$ cat src/rtl/trap_controller.sv
// Trap-sequence controller: holds the ball when it enters a trap, restarts the
// countdown, counts escape key presses and reports escape or expiry. Also
// provides the blink enable for the on-screen countdown digit.
module trap_controller #(
  parameter int unsigned ESCAPE_PRESSES  = 5,
  parameter int unsigned COOLDOWN_CYCLES = 25000000,
  parameter int unsigned BLINK_THRESHOLD = 3,
  parameter int unsigned BLINK_PERIOD    = 6250000
) (
  input  logic       clk,
  input  logic       resetN,
  input  logic       gameActive,
  input  logic       trapHit,
  input  logic       keyRelease,
  input  logic [3:0] countDownNumber,
  output logic       countEnable,
  output logic       countReset,
  output logic       ballHold,
  output logic       ballRelease,
  output logic       trapExpired,
  output logic       digitVisible,
  output logic [3:0] pressesLeft
);

  localparam int CD_W = (COOLDOWN_CYCLES > 1) ? $clog2(COOLDOWN_CYCLES) : 1;
  localparam int BL_W = (BLINK_PERIOD > 1) ? $clog2(BLINK_PERIOD) : 1;
  localparam logic [CD_W-1:0] CD_LAST    = CD_W'(COOLDOWN_CYCLES - 1);
  localparam logic [BL_W-1:0] BL_LAST    = BL_W'(BLINK_PERIOD - 1);
  localparam logic [3:0]      PRESS_INIT = 4'(ESCAPE_PRESSES);
  localparam logic [3:0]      BLINK_TH   = 4'(BLINK_THRESHOLD);

  typedef enum logic [2:0] {
    IDLE,
    CAPTURE,
    COUNTING,
    ESCAPED,
    EXPIRED,
    COOLDOWN
  } state_t;

  state_t            state;
  logic              key_prev;
  logic [3:0]        presses_left;
  logic [BL_W-1:0]   blink_count;
  logic              blink_phase;
  logic [CD_W-1:0]   cooldown_count;
  logic              press;

  // A press is a rising edge of the release key; a key already high when
  // counting starts must fall and rise again before it counts.
  assign press = keyRelease & ~key_prev;

  // Trap sequencing, press counting, blink timing and cooldown timing.
  always_ff @(posedge clk or negedge resetN) begin
    if (!resetN) begin
      state          <= IDLE;
      key_prev       <= 1'b0;
      presses_left   <= 4'd0;
      blink_count    <= '0;
      blink_phase    <= 1'b1;
      cooldown_count <= '0;
    end else begin
      key_prev <= keyRelease;
      if (!gameActive) begin
        state          <= IDLE;
        presses_left   <= 4'd0;
        blink_count    <= '0;
        blink_phase    <= 1'b1;
        cooldown_count <= '0;
      end else begin
        case (state)
          IDLE: begin
            if (trapHit) state <= CAPTURE;
          end
          CAPTURE: begin
            presses_left <= PRESS_INIT;
            blink_count  <= '0;
            blink_phase  <= 1'b1;
            state        <= COUNTING;
          end
          COUNTING: begin
            if (blink_count == BL_LAST) begin
              blink_count <= '0;
              blink_phase <= ~blink_phase;
            end else begin
              blink_count <= blink_count + 1'b1;
            end
            if (press && presses_left != 4'd0) presses_left <= presses_left - 4'd1;
            // The final press wins over a countdown that reaches zero in the same cycle.
            if (press && presses_left == 4'd1) state <= ESCAPED;
            else if (countDownNumber == 4'd0) state <= EXPIRED;
          end
          ESCAPED, EXPIRED: begin
            cooldown_count <= '0;
            state          <= COOLDOWN;
          end
          COOLDOWN: begin
            if (cooldown_count == CD_LAST) begin
              cooldown_count <= '0;
              presses_left   <= 4'd0;
              state          <= IDLE;
            end else begin
              cooldown_count <= cooldown_count + 1'b1;
            end
          end
          default: state <= IDLE;
        endcase
      end
    end
  end

  // Moore outputs decoded from the registered state, so an asynchronous
  // reset releases the ball without waiting for a clock edge.
  assign countReset  = (state == CAPTURE);
  assign countEnable = (state == COUNTING);
  assign ballHold    = (state == CAPTURE) || (state == COUNTING);
  assign ballRelease = (state == ESCAPED);
  assign trapExpired = (state == EXPIRED);
  assign pressesLeft = presses_left;

  // Digit is steady above the threshold and blinks at or below it.
  assign digitVisible = (state == COUNTING) &&
                        ((countDownNumber > BLINK_TH) || blink_phase);

endmodule

$ cat config.mk
export PLATFORM = sky130hd
export DESIGN_NAME = trap_controller
export DESIGN_NICKNAME = d
export VERILOG_FILES = /design/src/rtl/trap_controller.sv
export SDC_FILE = /design/constraint.sdc
export NUM_CORES = 1
export LEC_CHECK = 0
export CAP_MARGIN = 10
export CORE_MARGIN = 4
export CORE_UTILIZATION = 45
export DETAILED_ROUTE_END_ITERATION = 6
export GPL_TIMING_DRIVEN = 1
export PLACE_DENSITY = 0.69
export SYNTH_ARGS = -nofsm -noshare
export SYNTH_HDL_FRONTEND = slang
export SYNTH_SLANG_ARGS = --single-unit
$ cat constraint.sdc
create_clock -name clk -period 2.3 [get_ports clk]
set_input_delay 0.46 -clock clk [delete_from_list [all_inputs] [get_ports clk]]
set_output_delay 0.46 -clock clk [all_outputs]
set_load 0.01 [all_outputs]
### Word-level counts from Yosys, hierarchy flattened

Cells that the tools add are included.

* flip-flop bits (word level): 57
* input bits: 9
* output and inout port bits: 10
* logic and storage cells: 60

* add/sub/neg operators: 3
* magnitude comparators: 1
* eq/ne operators: 16
* muxes and demuxes: 19
* bitwise gates (word level): 3
* reductions and logical operators: 12

Operators by type and width (count)
* two-way mux 25 bit: 2
* case mux 25 bit (2 select lines): 1
* two-way mux 23 bit: 2
* case mux 23 bit (2 select lines): 1
* adder 25 x 1 -> 25 bit, second input constant: 1
* equality test 25 bit, second input constant: 1
* adder 23 x 1 -> 23 bit, second input constant: 1
* equality test 23 bit, second input constant: 1
* two-way mux 3 bit: 5
* case mux 3 bit (5 select lines): 1
* two-way mux 4 bit: 3
* case mux 4 bit (3 select lines): 1
* equality test 3 x 2 -> 1 bit, second input constant: 2
* equality test 3 bit, second input constant: 2
* inequality test 3 x 1 -> 1 bit, second input constant: 2
* inequality test 3 x 2 -> 1 bit, second input constant: 2
* inequality test 3 bit, second input constant: 2
* AND reduction 3 bit: 2
* equality test 4 x 1 -> 1 bit, second input constant: 1
* > comparator 4 x 2 -> 1 bit, second input constant: 1
* zero test 4 bit: 1
* inequality test 4 x 1 -> 1 bit, second input constant: 1
* inequality test 4 x 2 -> 1 bit, second input constant: 1
* nonzero test 4 bit: 1
* 11 further kinds: 16

### Longest topological paths before layout

Gate-level depths: netlist (run 1).

* depth in word-level cells: 6
* mapped depth: 9
* gate-level depth less buffers: 7

### Least setup slack after synthesis (run 1)

OpenSTA, ideal clock, no wires.

* path type: reg2reg
* from: reg cooldown_count[0]
* to: reg presses_left[2] (netlist: pressesLeft[2])
* setup time: 0.126 ns
* arrival: 1.968 ns
* path slack: 0.205 ns
* cell stages (with the launch flop): 7
* path buffers: 1
* cells stage by stage: dfrtp_1 > ha_1 > or4b_4 > nor4_4 > a211oi_2 > buf_6 > o32a_1

* cells in the longest elaborated chain, start to end: 3

Ends and longest elaborated chain
* start, declared: line 46 `logic [CD_W-1:0] cooldown_count;`
* start signal, assigned: line 103 `cooldown_count <= cooldown_count + 1'b1;`
* equality test 25 bit: line 98 `if (cooldown_count == CD_LAST) begin`
* inequality test 3 bit (no line)
* AND reduction 3 bit (no line)
* end signal, assigned: line 88 `if (press && presses_left != 4'd0) presses_left <= presses_left - 4'd1;`
* end, declared: line 43 `logic [3:0] presses_left;`

Every way passes these cells.
A chain may end at the register's enable or synchronous reset.

### Final worst setup path (run 1)

* from: reg state[0]
* to: out countEnable

* cells in the longest elaborated chain, start to end: 1

Ends and longest elaborated chain
* start, declared: line 41 `state_t state;`
* start signal, assigned: line 56 `state <= IDLE;`
* start signal, assigned: line 65 `state <= IDLE;`
* start signal, assigned: line 73 `if (trapHit) state <= CAPTURE;`
* equality test 3 x 2 -> 1 bit: line 115 `assign countEnable = (state == COUNTING);`
* end, declared: line 16 `output logic countEnable,`

Every way passes these cells.

==> results.md, run 1 <==
- Worst-Skew Late Latency: 340 ps
- Synth area leader: dfrtp_1
- Async SR Flop Fraction: 100.0%
- Measured slew at the worst slew-check pin: 524.3 ps
- Global route overflow: 0
- Clock period minus worst slack: 2201 ps
- Die Area: 0.008763 sq mm
- Final hold slack: 93.69 ps
- FF-to-FF End: cooldown_count[22]
- Mapped Nets: 383
- Die Ht: 93.61 microns
- Clock sink count: 57
- Final wirelength: 7562 microns
- Worst Clk Skew: roughly 12 ps
- CP endpoint kind: primary output
- Worst rel slew slack: 65.05%
- CP max stage delay: 550 ps
- Worst R2R Start: cooldown_count[0]
- VDD IR max: 470.7 uV
- First-pass GRT wire length: around 13000 microns
- Crit Path Category: reg -> out
- Max Root-Sink Buffers: 2
- Clock transition at path regs: 70 ps
- Fmax achieved: 454.2 MHz
- IO Count: 19
- GPL Wtd Cong: 0.8247
- Pwr dens: 555.6 mW/mm^2
- Initial antenna violation count: 0
- Cell variety after synth: 53
- Hpwl dp: 5252 microns
- Remaining DRCs: 0
- N_diodes: 0
- Ys flop type: dfrtp_1
- Final Slew Violations: 0
- RSZ-0062 raised after global routing: no
- Num CTS Buffers: 9
- Iteration-0 DRC Markers: approximately 140
- Reg2Reg Setup Slack: 170 ps
- Final Hold Fails: 0
- Main area contributors after synthesis: dfrtp_1, a31oi_1, nand2_1, a21oi_1, nor2_1
- Maxcap violations: 0
- All-Layer GR Usage: 18.79%
- Setup violators final: 0
- Rows: 30
- Worst EP arrival: 1740 ps
- Outcome: finished, final reports clean
- Post-Syn Instances: 370
- Vias: 2911
- Mux cell area share after synthesis: 1.973%
- Layout cell share with drive strength beyond 1: 15.74%
- Drt pass-1 iters: 4
- Setup TNS: 0 ps
- Crit start category: flop
- Area delta synth->final: 18.93%
- #FFs+latches synth: 57
- List of most frequent post-synthesis cells: dfrtp_1, nand2_1, a31oi_1
- CTS tree: yes
- Post-CTS Hold Buffers: 0
- Critical path fanouts, max: 9
- CP Cell Sequence: nand2b_2 > inv_2 > clkdlybuf4s50_1
- Worst Path Required: 1840 ps
- Final Cycle Share: 95.72%
- H-tree Lvls: 3
- DRT antenna net count: 0
- Number of global-route vias before repair: 2795
- IO Port Bufs: 18
- Initial Util: between 40% and 50%
- CTS root buf: clkbuf_8
- Lkg Pwr: 1.581 nW
- Die X: 93.61 microns
- Avg WL per Cell: 14.86 microns
- XOR/XNOR Fraction of Synth Area: 2.124%
- Count leader, synth: dfrtp_1
- Dpl cells: 490
- Simple-gate area share of the yosys netlist: 27.81%
- Post-synth EDFFs: 0
- Hold WC Path Type: in -> async
- Placed inst area: 0.003716 sq mm
- Area fraction in compound gates after synthesis: 19.76%
- Vias/cell: 5.719
- Final cell count without fillers: 509
- Worst Path Buf+Inv: 2
- Netlist Area Pre-Place: approximately 0.0033 sq mm
- Seq/Total Area, Yosys: 43.29%
- Largest net degree at the start of global routing: 49
- Crit path max-delay family: buffers and inverters
- Final Cell Area: 0.003923 sq mm
- Nets: 421
- Slowest-stage cell, CP: clkdlybuf4s50_1
- Synth Area per Inst: slightly below 9 sq um
- Largest family of logic cells by synthesized area: simple AND/OR/NAND/NOR gates
- Synth top area share: between 40% and 50%
- R2R depth: 6
- Adder-Cell Fraction of Synth Area: 1.517%
- CORE AREA: 0.006944 sq mm
- Yosys warns: 0
[worst max-delay path by stage]
stage                 startpoint           endpoint  slack [ps]  cells after the start
2_1_floorplan  cooldown_count[0]     pressesLeft[2]         210                      6
3_3_place_gp   cooldown_count[0]     pressesLeft[2]         110                      6
3_5_place_dp   cooldown_count[0]     pressesLeft[2]          30                      6
4_1_cts        cooldown_count[0]     pressesLeft[2]          20                      6
5_1_grt        cooldown_count[1]  cooldown_count[4]          10                      7
6_report                state[0]        countEnable         100                      3
[stage by stage]
stage          util [%]  total power [mW]  worst slack, ps
3_3_place_gp      53.51             1.384            108.5
5_1_grt           56.49             2.292            11.09
2_1_floorplan         -             1.229            205.5
3_5_place_dp      53.51             1.387            29.13
4_1_cts           55.95             2.203            20.83
6_report          56.49             2.179            98.53
[sequential cells by signal, summed over array words and instances, names as in the netlist]
name / cells
blink_count: 23
blink_phase: 1
cooldown_count: 25
key_prev: 1
pressesLeft: 4
state: 3
[layout make-up]
| class | instances | area, sq um |
|---|---|---|
| Fill cell | 632 | 3022 |
| Clock inverter | 6 | 35.03 |
| Clock buffer | 10 | 127.6 |
| Timing Repair Buffer | 43 | 390.4 |
| Multi-Input combinational cell | 286 | 1779 |
| Sequential cell | 57 | 1429 |
| Inverter | 11 | 41.29 |
| Tap cell | 96 | 120.1 |
[logic make-up (layout without fill, tap and decap cells)]
group / count (synthesis) / after routing
DFF: 57 / 57
xor gates and xnor gates: 8 / 8
muxes: 6 / 6
AOI/OAI and AO/OA: 101 / 101
adders and majority gates: 4 / 4
and+or+nand+nor: 167 / 167
buffers and inverters: 27 / 70
[cell usage in the layout (no fill, tap or decap), types with 10 or more instances in the layout]
cell | netlist | layout
a31oi_1 | 31 | 31
nand2_1 | 47 | 47
inv_1 | 11 | 10
dfrtp_1 | 56 | 55
o21ai_0 | 18 | 17
nand3_1 | 17 | 17
nor4_1 | 11 | 11
a21oi_1 | 24 | 24
nor2_1 | 25 | 25
buf_4 | 0 | 23
clkdlybuf4s50_1 | 0 | 16
[report_power, final]
group          total [mW]  internal, mW  switching (mW)
clock network       0.801         0.383           0.418
logic               0.325         0.152           0.173
registers            1.05          1.02          0.0300
[timing repair]
action / in CTS / in global routing
pin swaps: 0 / 1
gates resized for setup: 4 / 5
hold endpoints to repair: 0 / 0
setup buffers: 0 / 3
setup endpoints to repair: 1 / 25
[layer usage]
| layer | up-vias | GRT usage [%] | wire length (microns) |
|---|---|---|---|
| met5 | - | 0 | 0 |
| met3 | 5 | 2.977 | 307 |
| li1 | 1469 | - | - |
| met4 | 0 | 6.498 | 57 |
| met2 | 62 | 29.60 | 3609 |
| met1 | 1375 | 26.28 | 3587 |
Note: power is estimated with default switching activity, not from simulation.
==> inputs of run 2 (changes only) <==
Settings changed: CORE_UTILIZATION 45 to 60, PLACE_DENSITY 0.69 to 0.86.
==> run 2 against run 1 <==
Final cell count fell by 6.3%. Clock-buffer cell count rose by 1. Routed wire length rose by 2.6%. Clock power rose by 35%. Combinational power fell by 5%. Core utilization rose by 19 points. Largest power group is now the clock network. Highest routed layer unchanged.
==> results.md, run 2 (synthesis results as in run 1) <==
- Final cell count without fillers: 477 (-6.3%)
- Max Root-Sink Buffers: 2 (unchanged)
- Outcome: finished, final reports clean
- Avg WL per Cell: 16.26 microns (+9.5%)
- Largest Register: cooldown_count
- GPL Wtd Cong: 0.8131 (-1.4%)
- Layout cell share with drive strength beyond 1: 14.50% (-1.2 points)
- First-pass GRT wire length: 13040 microns (-1.5%)
- Worst rel slew slack: 64.64% (-0.41 points)
- Worst Clk Skew: 15.58 ps (+3.327 ps)
- Post-layout util: 75.14% (+19 points)
- Number of global-route vias before repair: 2820 (+0.89%)
- Max FFs per register: 25 (unchanged)
- Fmax achieved: 446.2 MHz (-1.8%)
- Nets: 415 (-1.4%)
- Slowest-stage cell, CP: clkdlybuf4s50_1
- Hpwl dp: 5245 microns (-0.13%)
- H-tree Lvls: 3 (unchanged)
- Setup violators final: 0 (unchanged)
- Initial Util: 63.37% (+16 points)
- Final Hold Fails: 0 (unchanged)
- Worst EP arrival: 1780 ps (+40 ps)
- Clock transition at path regs: 70 ps (about the same)
- Crit Path Category: reg -> out
- Clock period minus worst slack: 2241 ps (+39.45 ps)
- Worst Path Required: 1840 ps (about the same)
- Leading cell type in the layout, fill and taps excluded: dfrtp_1
- N_diodes: 0 (unchanged)
- RSZ-0062 raised after global routing: no
- Crit start category: flop
- Worst-Skew Late Latency: 350 ps (about the same)
- Maxcap violations: 0 (unchanged)
- Final Slew Violations: 0 (unchanged)
- Area delta synth->final: 18.59%
- Post-CTS Hold Buffers: 0 (unchanged)
- Critical path fanouts, max: 9 (unchanged)
- Setup TNS: 0 ps (unchanged)
- Most frequent cells in the layout: dfrtp_1, nand2_1, a31oi_1, nor2_1, a21oi_1
- Num CTS Buffers: 9 (unchanged)
- Hold WC Path Type: in -> async
- Vias/cell: 6.400 (+12%)
- Drt pass-1 iters: 5 (+1)
- All-Layer GR Usage: 25.27% (+6.5 points)
- Remaining DRCs: 0 (unchanged)
- Iteration-0 DRC Markers: 263 (+92%)
- Global route overflow: 0 (unchanged)
- CP Cell Sequence: buf_4 > nor3b_1 > clkdlybuf4s50_1
- IO Port Bufs: 18 (unchanged)
- CTS tree: yes
- Die Area: 0.006747 sq mm (-23%)
- Pwr dens: 624.1 mW/mm^2 (+12%)
- CTS root buf: clkbuf_8
- # fillers: 350 (-45%)
- Initial antenna violation count: 0 (unchanged)
- Rows: 26 (-13%)
- Final Cycle Share: 97.43% (+1.7 points)
- Vias: 3053 (+4.9%)
- CORE AREA: 0.005205 sq mm (-25%)
- Clock sink count: 57 (unchanged)
- CP max stage delay: 600 ps (+50 ps)
- IO Count: 19 (unchanged)
- Largest net degree at the start of global routing: 47 (-4.1%)
- Die X: 82.14 microns (-12%)
- DRT antenna net count: 0 (unchanged)
- Final Total Pwr: 2.441 mW (+12%)
- Measured slew at the worst slew-check pin: 530.5 ps (+6.188 ps)
- CP endpoint kind: primary output
- Final wirelength: 7757 microns (+2.6%)
- Die Ht: 82.14 microns (-12%)
- Lkg Pwr: 1.616 nW (+2.2%)
- Dpl cells: 461 (-5.9%)
- VDD IR max: 478.9 uV (+1.7%)
==> run 2: repair_timing <==
| item | 4_1_cts | 5_1_grt |
|---|---|---|
| buffers inserted | 0 | 0 |
| setup endpoints to repair | 2 | 18 |
| gates cloned | 0 | 0 |
| resized for setup | 3 | 6 |
| pin swaps | 0 | 1 |
==> run 2: final timing paths <==
kind                                    start                  to  slack (ps)  cells after the start
max                                  state[2]          countReset          60                      3
max in group asynchronous              resetN         blink_phase        1570                      2
max reg2reg                 cooldown_count[0]  cooldown_count[22]         180                      6
min                                    resetN            key_prev          80                      1
min reg2reg                cooldown_count[13]  cooldown_count[13]         510                      1
min in group clk           cooldown_count[13]  cooldown_count[13]         510                      1
==> run 2: layout make-up <==
| class | count | area (sq um) | share of cell area, % |
|---|---|---|---|
| multi-input cells | 286 | 1774 | 45.36 |
| flip-flops and latches | 57 | 1429 | 36.53 |
| repair buffers | 37 | 350.3 | 8.957 |
| clock buffers | 11 | 151.4 | 3.871 |
| well taps | 70 | 87.58 | 2.239 |
| clock inverters | 5 | 77.57 | 1.983 |
| inverters | 11 | 41.29 | 1.056 |
==> run 2: worst max-delay path, delay by kind of cell (launching register included) <==
kind,cells,cell delay [ps]
buf+inv,2,770
simple gates,1,270
flops,1,400
==> run 2: metrics by stage <==
stage	hold WS [ps]	setup slack [ps]	cell area (sq um)
2_1_floorplan	164.4	205.5	3298
3_3_place_gp	448.5	143.0	3661
3_5_place_dp	456.0	79.06	3661
4_1_cts	95.82	6.685	3895
5_1_grt	112.5	9.317	3911
6_report	82.38	59.08	3911
==> run 2: layer usage <==
layer	vias up	part of all wire (%)	global-route usage (%)
li1	1471	-	-
met3	16	5.1	6.399
met1	1458	43	31.67
met2	108	50	42.08
met5	-	0	0
met4	0	1.7	9.468
==> run 2: where the power goes <==
part	internal [mW]	switching [mW]	leakage, nW
combinational	0.136	0.173	0.717
sequential	1.02	0.0328	0.783
clock	0.665	0.411	0.115
==> inputs of run 3 (changes only) <==
Settings changed: CTS_CLUSTER_DIAMETER set to 50.
==> results of run 3 <==
Same layout as run 2: the final DEF is identical, and so are final timing and power.
